<file path="src/rtl/lcd_write_arbiter.sv">
// ============================================================================
// lcd_write_arbiter
//   Round-robin arbiter and write sequencer sharing one character-LCD driver
//   among four requesters, with line-change insertion and busy timeout.
// Revision: 1.0
// ============================================================================
`default_nettype none

module lcd_write_arbiter #(
  parameter int DATA_W      = 18,
  parameter int HOLD_CYCLES = 2,
  parameter int TIMEOUT     = 255
) (
  input  logic                  clk,
  input  logic                  rst,
  input  logic [3:0]            req,
  input  logic [4*DATA_W-1:0]   req_data,
  input  logic [3:0]            req_line,
  output logic [3:0]            ack,
  output logic                  err,
  output logic                  drv_write,
  output logic [DATA_W-1:0]     drv_data,
  output logic                  drv_line,
  output logic                  drv_set_line,
  input  logic                  drv_busy,
  output logic [1:0]            cur_owner,
  output logic                  active
);

  localparam int HOLD_W = $clog2(HOLD_CYCLES + 1);
  localparam int TMO_W  = $clog2(TIMEOUT + 1);
  localparam logic [HOLD_W-1:0] HOLD_LAST = HOLD_W'(HOLD_CYCLES - 1);
  localparam logic [TMO_W-1:0]  TMO_LAST  = TMO_W'(TIMEOUT - 1);

  typedef enum logic [2:0] {
    S_IDLE      = 3'd0,
    S_SETLINE   = 3'd1,
    S_STROBE    = 3'd2,
    S_WAIT_BUSY = 3'd3,
    S_WAIT_DONE = 3'd4,
    S_ACK       = 3'd5
  } state_t;

  state_t              state_q, state_d;
  logic [1:0]          owner_q, owner_d;
  logic [1:0]          last_grant_q, last_grant_d;
  logic                last_line_q, last_line_d;
  logic                last_line_valid_q, last_line_valid_d;
  logic [DATA_W-1:0]   data_q, data_d;
  logic                line_q, line_d;
  logic [HOLD_W-1:0]   hold_cnt_q, hold_cnt_d;
  logic [TMO_W-1:0]    tmo_cnt_q, tmo_cnt_d;
  logic [3:0]          ack_q, ack_d;
  logic                err_q, err_d;
  logic                drv_write_q, drv_write_d;
  logic                drv_set_line_q, drv_set_line_d;
  logic                active_q, active_d;

  logic [DATA_W-1:0]   req_word [4];
  logic                grant_found;
  logic [1:0]          grant_idx;
  logic [1:0]          cand;

  for (genvar gi = 0; gi < 4; gi++) begin : g_unpack
    assign req_word[gi] = req_data[gi*DATA_W +: DATA_W];
  end

  // Search starts one past the last served requester so every bit gets a turn.
  always_comb begin
    grant_found = 1'b0;
    grant_idx   = 2'd0;
    cand        = 2'd0;
    for (int i = 0; i < 4; i++) begin
      cand = last_grant_q + 2'(i + 1);
      if (!grant_found && req[cand]) begin
        grant_found = 1'b1;
        grant_idx   = cand;
      end
    end
  end

  always_comb begin
    state_d           = state_q;
    owner_d           = owner_q;
    last_grant_d      = last_grant_q;
    last_line_d       = last_line_q;
    last_line_valid_d = last_line_valid_q;
    data_d            = data_q;
    line_d            = line_q;
    hold_cnt_d        = hold_cnt_q;
    tmo_cnt_d         = tmo_cnt_q;
    err_d             = 1'b0;

    case (state_q)
      S_IDLE: begin
        if (grant_found) begin
          owner_d    = grant_idx;
          data_d     = req_word[grant_idx];
          line_d     = req_line[grant_idx];
          hold_cnt_d = '0;
          tmo_cnt_d  = '0;
          if (!last_line_valid_q || (req_line[grant_idx] != last_line_q))
            state_d = S_SETLINE;
          else
            state_d = S_STROBE;
        end
      end
      S_SETLINE: begin
        last_line_d       = line_q;
        last_line_valid_d = 1'b1;
        state_d           = S_STROBE;
      end
      S_STROBE: begin
        if (hold_cnt_q == HOLD_LAST)
          state_d = S_WAIT_BUSY;
        else
          hold_cnt_d = hold_cnt_q + HOLD_W'(1);
      end
      S_WAIT_BUSY: begin
        // Busy seen in the last allowed cycle still wins over the timeout.
        if (drv_busy) begin
          state_d = S_WAIT_DONE;
        end else if (tmo_cnt_q == TMO_LAST) begin
          state_d = S_ACK;
          err_d   = 1'b1;
        end else begin
          tmo_cnt_d = tmo_cnt_q + TMO_W'(1);
        end
      end
      S_WAIT_DONE: begin
        if (!drv_busy)
          state_d = S_ACK;
      end
      S_ACK: begin
        last_grant_d = owner_q;
        state_d      = S_IDLE;
      end
      default: state_d = S_IDLE;
    endcase

    ack_d          = (state_d == S_ACK) ? (4'b0001 << owner_d) : 4'b0000;
    drv_write_d    = (state_d == S_STROBE);
    drv_set_line_d = (state_d == S_SETLINE);
    active_d       = (state_d != S_IDLE);
  end

  always_ff @(posedge clk) begin
    if (rst) begin
      state_q           <= S_IDLE;
      owner_q           <= 2'd0;
      last_grant_q      <= 2'd3;
      last_line_q       <= 1'b0;
      last_line_valid_q <= 1'b0;
      data_q            <= '0;
      line_q            <= 1'b0;
      hold_cnt_q        <= '0;
      tmo_cnt_q         <= '0;
      ack_q             <= 4'b0000;
      err_q             <= 1'b0;
      drv_write_q       <= 1'b0;
      drv_set_line_q    <= 1'b0;
      active_q          <= 1'b0;
    end else begin
      state_q           <= state_d;
      owner_q           <= owner_d;
      last_grant_q      <= last_grant_d;
      last_line_q       <= last_line_d;
      last_line_valid_q <= last_line_valid_d;
      data_q            <= data_d;
      line_q            <= line_d;
      hold_cnt_q        <= hold_cnt_d;
      tmo_cnt_q         <= tmo_cnt_d;
      ack_q             <= ack_d;
      err_q             <= err_d;
      drv_write_q       <= drv_write_d;
      drv_set_line_q    <= drv_set_line_d;
      active_q          <= active_d;
    end
  end

  assign ack          = ack_q;
  assign err          = err_q;
  assign drv_write    = drv_write_q;
  assign drv_data     = data_q;
  assign drv_line     = line_q;
  assign drv_set_line = drv_set_line_q;
  assign cur_owner    = owner_q;
  assign active       = active_q;

endmodule

`default_nettype wire

</file>
<file path="config.mk">
export PLATFORM = sky130hd
export DESIGN_NAME = lcd_write_arbiter
export DESIGN_NICKNAME = d
export VERILOG_FILES = /design/src/rtl/lcd_write_arbiter.sv
export SDC_FILE = /design/constraint.sdc
export NUM_CORES = 1
export LEC_CHECK = 0
export BUFFER_PORTS_ARGS = -buffer_cell sky130_fd_sc_hd__buf_2
export CAP_MARGIN = 20
export CORE_ASPECT_RATIO = 1.4
export CORE_MARGIN = 2
export CORE_UTILIZATION = 38
export DETAILED_ROUTE_END_ITERATION = 10
export HOLD_SLACK_MARGIN = 0.02
export PLACE_DENSITY = 0.67
export SYNTH_ARGS = -nofsm -noshare
export SYNTH_HDL_FRONTEND = slang
export SYNTH_SLANG_ARGS = --single-unit
</file>
<file path="constraint.sdc">
create_clock -name clk -period 4.8 [get_ports clk]
set_clock_uncertainty 0.05 [all_clocks]
set_input_delay 0.96 -clock clk [delete_from_list [all_inputs] [get_ports clk]]
set_output_delay 0.96 -clock clk [all_outputs]
set_load 0.05 [all_outputs]
</file>
==> out/summary.txt <==
=================================================================================
Number of CTS-inserted buffers                                                  5
Inserted Diodes                                                                 0
Clk Tree Root Cell                                                       clkbuf_8
Placement-stage worst setup slack                                         1.62 ns
Summed instance area of the synthesized netlist                         2530 um^2
Horizontal die dimension                                                  73.0 um
Least setup slack across all paths after layout                           1.92 ns
Leak                                                                      1.52 nW
WP data arrival                                                           3.05 ns
Die footprint                                                           7340 um^2
DRC violations left                                                             0
Pin count of the biggest net entering global routing                           40
Synth Warn #                                                                    0
Die Ht                                                                     101 um
Switching part of the total power                                           44.3%
Cell accounting for the most synthesized area                             dfxtp_1
Fill cell instance count of the final layout                                  654
Number of clock sinks seen by CTS                                              46
Required time of the critical path                                        4.97 ns
Placeable core region                                                   6530 um^2
Fin nets                                                                      549
Capturing element type of the critical path                                  flop
Crit path launch type                                                primary input
Number of non-filler instances in the completed layout                        537
Final GP Congestion                                                         0.775
Synth cell types                                                               41
Number of hold-repair buffers added at the cts stage                            0
DRC marker count from the first detailed-route iteration                      159
Final-report max-slew violation count                                           0
Peak ir drop on the vdd network                                          0.203 mV
Wire length per cell                                                      12.3 um
Achievable clock frequency                                                347 MHz
Most frequent cells in the layout                                    111 x buf_2, 110 x nand2_1, 56 x nand3_1, 46 x dfxtp_1, 27 x a21oi_1
Clock period minus final worst setup slack                                2.88 ns
Number of global-route vias before repair                                    2754
# port buffers                                                                111
Total routing resource utilization after global routing                     19.9%
Detailed-router iteration count before antenna repair                           4
Number of max-cap violations                                                    0
Part of the power in registers                                              34.3%
Clock transition at the registers of the reported paths                   0.08 ns
Cell Pwr Density                                                      454 nW/um^2
Cell types occupying the most area after synthesis                   dfxtp_1 36%, nand2_1 16%, nand3_1 11%
Number of register bits inferred by synthesis                                  46
Crit-path max FO                                                               39
Vias per std cell                                                            5.17
Cell count after placement                                                    530
Clock Latency Late Sink                                                   0.30 ns
Top Family by Delay on Critical Path                                 multiplexers
Nets in the synthesized netlist                                               448
Initial antenna violation count                                                 0
Category of the critical setup timing path                                 in2reg
Combinational share of power                                                45.9%
Top-area cell type share of the netlist area                                36.4%
Setup fix buffers added after clock tree synthesis                              0
Syn-to-layout area delta                                                    28.1%
HPWL Detailed                                                             5.10 mm
Class of the tightest hold or removal check                               reg2reg
Worst-path cell with the longest stage delay                                buf_4
Final ANT Viol Nets                                                             0
Post-route core utilization                                                 49.7%
Seq/Total Area, Yosys                                                       36.4%
Cell Chain, Critical Path                                            buf_2 -> or2_4 -> a311oi_4 -> buf_4 -> mux2i_1 -> mux2i_4 -> mux2_4 -> nor3_1
Reported net switching power                                             0.652 mW
I/O pin count                                                                 112
Hold Vio Cnt, Final                                                             0
Routed vias                                                                  2776
Number of instances resized during post-cts repair                              0
Final Routed Wirelength                                                   6.63 mm
Power share of the clock group                                              19.7%
Grt total ovfl                                                                  0
Run status                                                           finished, final reports clean
CTS H-tree depth                                                                2
Cell count after synthesis                                                    362
Initial core utilization                                                    38.8%
Most common cell after layout, fill and taps aside                          buf_2
Post-Syn Area per Cell                                                  6.99 um^2
Most used flip-flop cell after synthesis                                  dfxtp_1
Internal power contribution                                              0.820 mW
Post-synthesis async set-or-reset flop share                                   0%
Maximum root-to-sink buffer count                                               2
Setup TNS after final layout                                                 0 ns
Slew Limit Headroom                                                         46.9%
Transition time at the pin with the least slew margin                    0.790 ns
Fraction of final layout cells with drive strength greater than 1           28.9%
Number of buffer and inverter instances along the worst setup path              2
Highest cell delay on the worst timing path                               0.39 ns
Part of the cycle the worst path needs                                      60.0%
Number of cell rows                                                            35
# setup viols final                                                             0
Global-route wire length before repair                                    11.9 mm
RSZ-0062 raised after global routing                                        false
Number of synthesized flops with an enable pin                                  0
Clock tree from TritonCTS                                                    done
=================================================================================
metal layers:
layer  wire, um  vias up  global-route usage [%]
li1           -     1432                       -
met1       2600     1244                    22.2
met2       3560       92                    37.8
met3        380        8                    4.10
met4         91        0                    4.27
met5          0        -                       0
logic make-up after synthesis:
group	count (synthesis)	synth area share (%)
AO/OA/AOI/OAI	50	12.8
XOR/XNOR	5	1.73
adder cells (fa/ha/maj)	3	1.48
buffers and inverters	27	4.35
flip-flops	46	36.4
multiplexers	8	3.90
AND/OR/NAND/NOR	223	39.3
Yosys cell counts, types with 2 or more instances:
cell type  instances
a211oi_1           2
a21oi_1           27
a31oi_1            2
buf_2              7
clkbuf_1          15
dfxtp_1           46
ha_1               3
inv_1              5
mux2i_1            5
nand2_1          110
nand2b_1           5
nand3_1           56
nand3b_1           2
nand4_1            4
nor2_1            24
nor2b_1            3
nor3_1             8
nor4_1             2
o211ai_1           3
o21ai_0            5
o22ai_1            2
o32ai_1            2
or2_2              2
or3_1              2
xor2_1             4
per-stage QoR:
stage | hold WS (ns) | total power, mW | cell area (um^2)
floorplan | 0.403 | 1.02 | 2530
global placement | 0.391 | 1.19 | 3130
detailed placement | 0.395 | 1.20 | 3130
CTS | 0.407 | 1.49 | 3240
global route | 0.427 | 1.58 | 3240
finish | 0.403 | 1.47 | 3240
power by group through the flow:
| stage | sequential, mW | clock, mW | combinational (mW) |
|---|---|---|---|
| 3_5_place_dp | 0.516 | 0 | 0.682 |
| 5_1_grt | 0.519 | 0.307 | 0.750 |
| 2_1_floorplan | 0.700 | 0 | 0.321 |
| 4_1_cts | 0.507 | 0.296 | 0.684 |
| 3_3_place_gp | 0.512 | 0 | 0.675 |
| 6_report | 0.506 | 0.290 | 0.676 |
path summary, 6_finish.rpt:
kind | from | to | slack [ns] | cells past startpoint
max | req[1] | ack[2] | 1.92 | 8
min | drv_data[16] | drv_data[16] | 0.40 | 2
max reg2reg | last_grant_q[0] | ack[2] | 2.32 | 6
min reg2reg | drv_data[16] | drv_data[16] | 0.40 | 2
final cells by class:
type / count / area (um^2) / share of cell area, %
multi-input cells: 289 / 1510 / 46.4
flip-flops and latches: 46 / 921 / 28.4
repair buffers: 116 / 593 / 18.3
well taps: 74 / 92.6 / 2.85
clock buffers: 6 / 82.6 / 2.55
clock inverters: 1 / 30.0 / 0.926
inverters: 5 / 18.8 / 0.579
worst min-delay path: cells and delay by family (launching register included):
kind | cells | cell delay [ns]
AOI/OAI and AO/OA | 1 | 0.05
and+or+nand+nor | 1 | 0.05
DFF | 1 | 0.31
registers in the layout (all words and copies together) (netlist names), 2 cells and up:
| name | flops |
|---|---|
| cur_owner | 2 |
| hold_cnt_q | 2 |
| state_q | 3 |
| drv_data | 18 |
| last_grant_q | 2 |
| tmo_cnt_q | 8 |
| ack | 4 |
No activity file was read; power rests on OpenSTA's default activity.
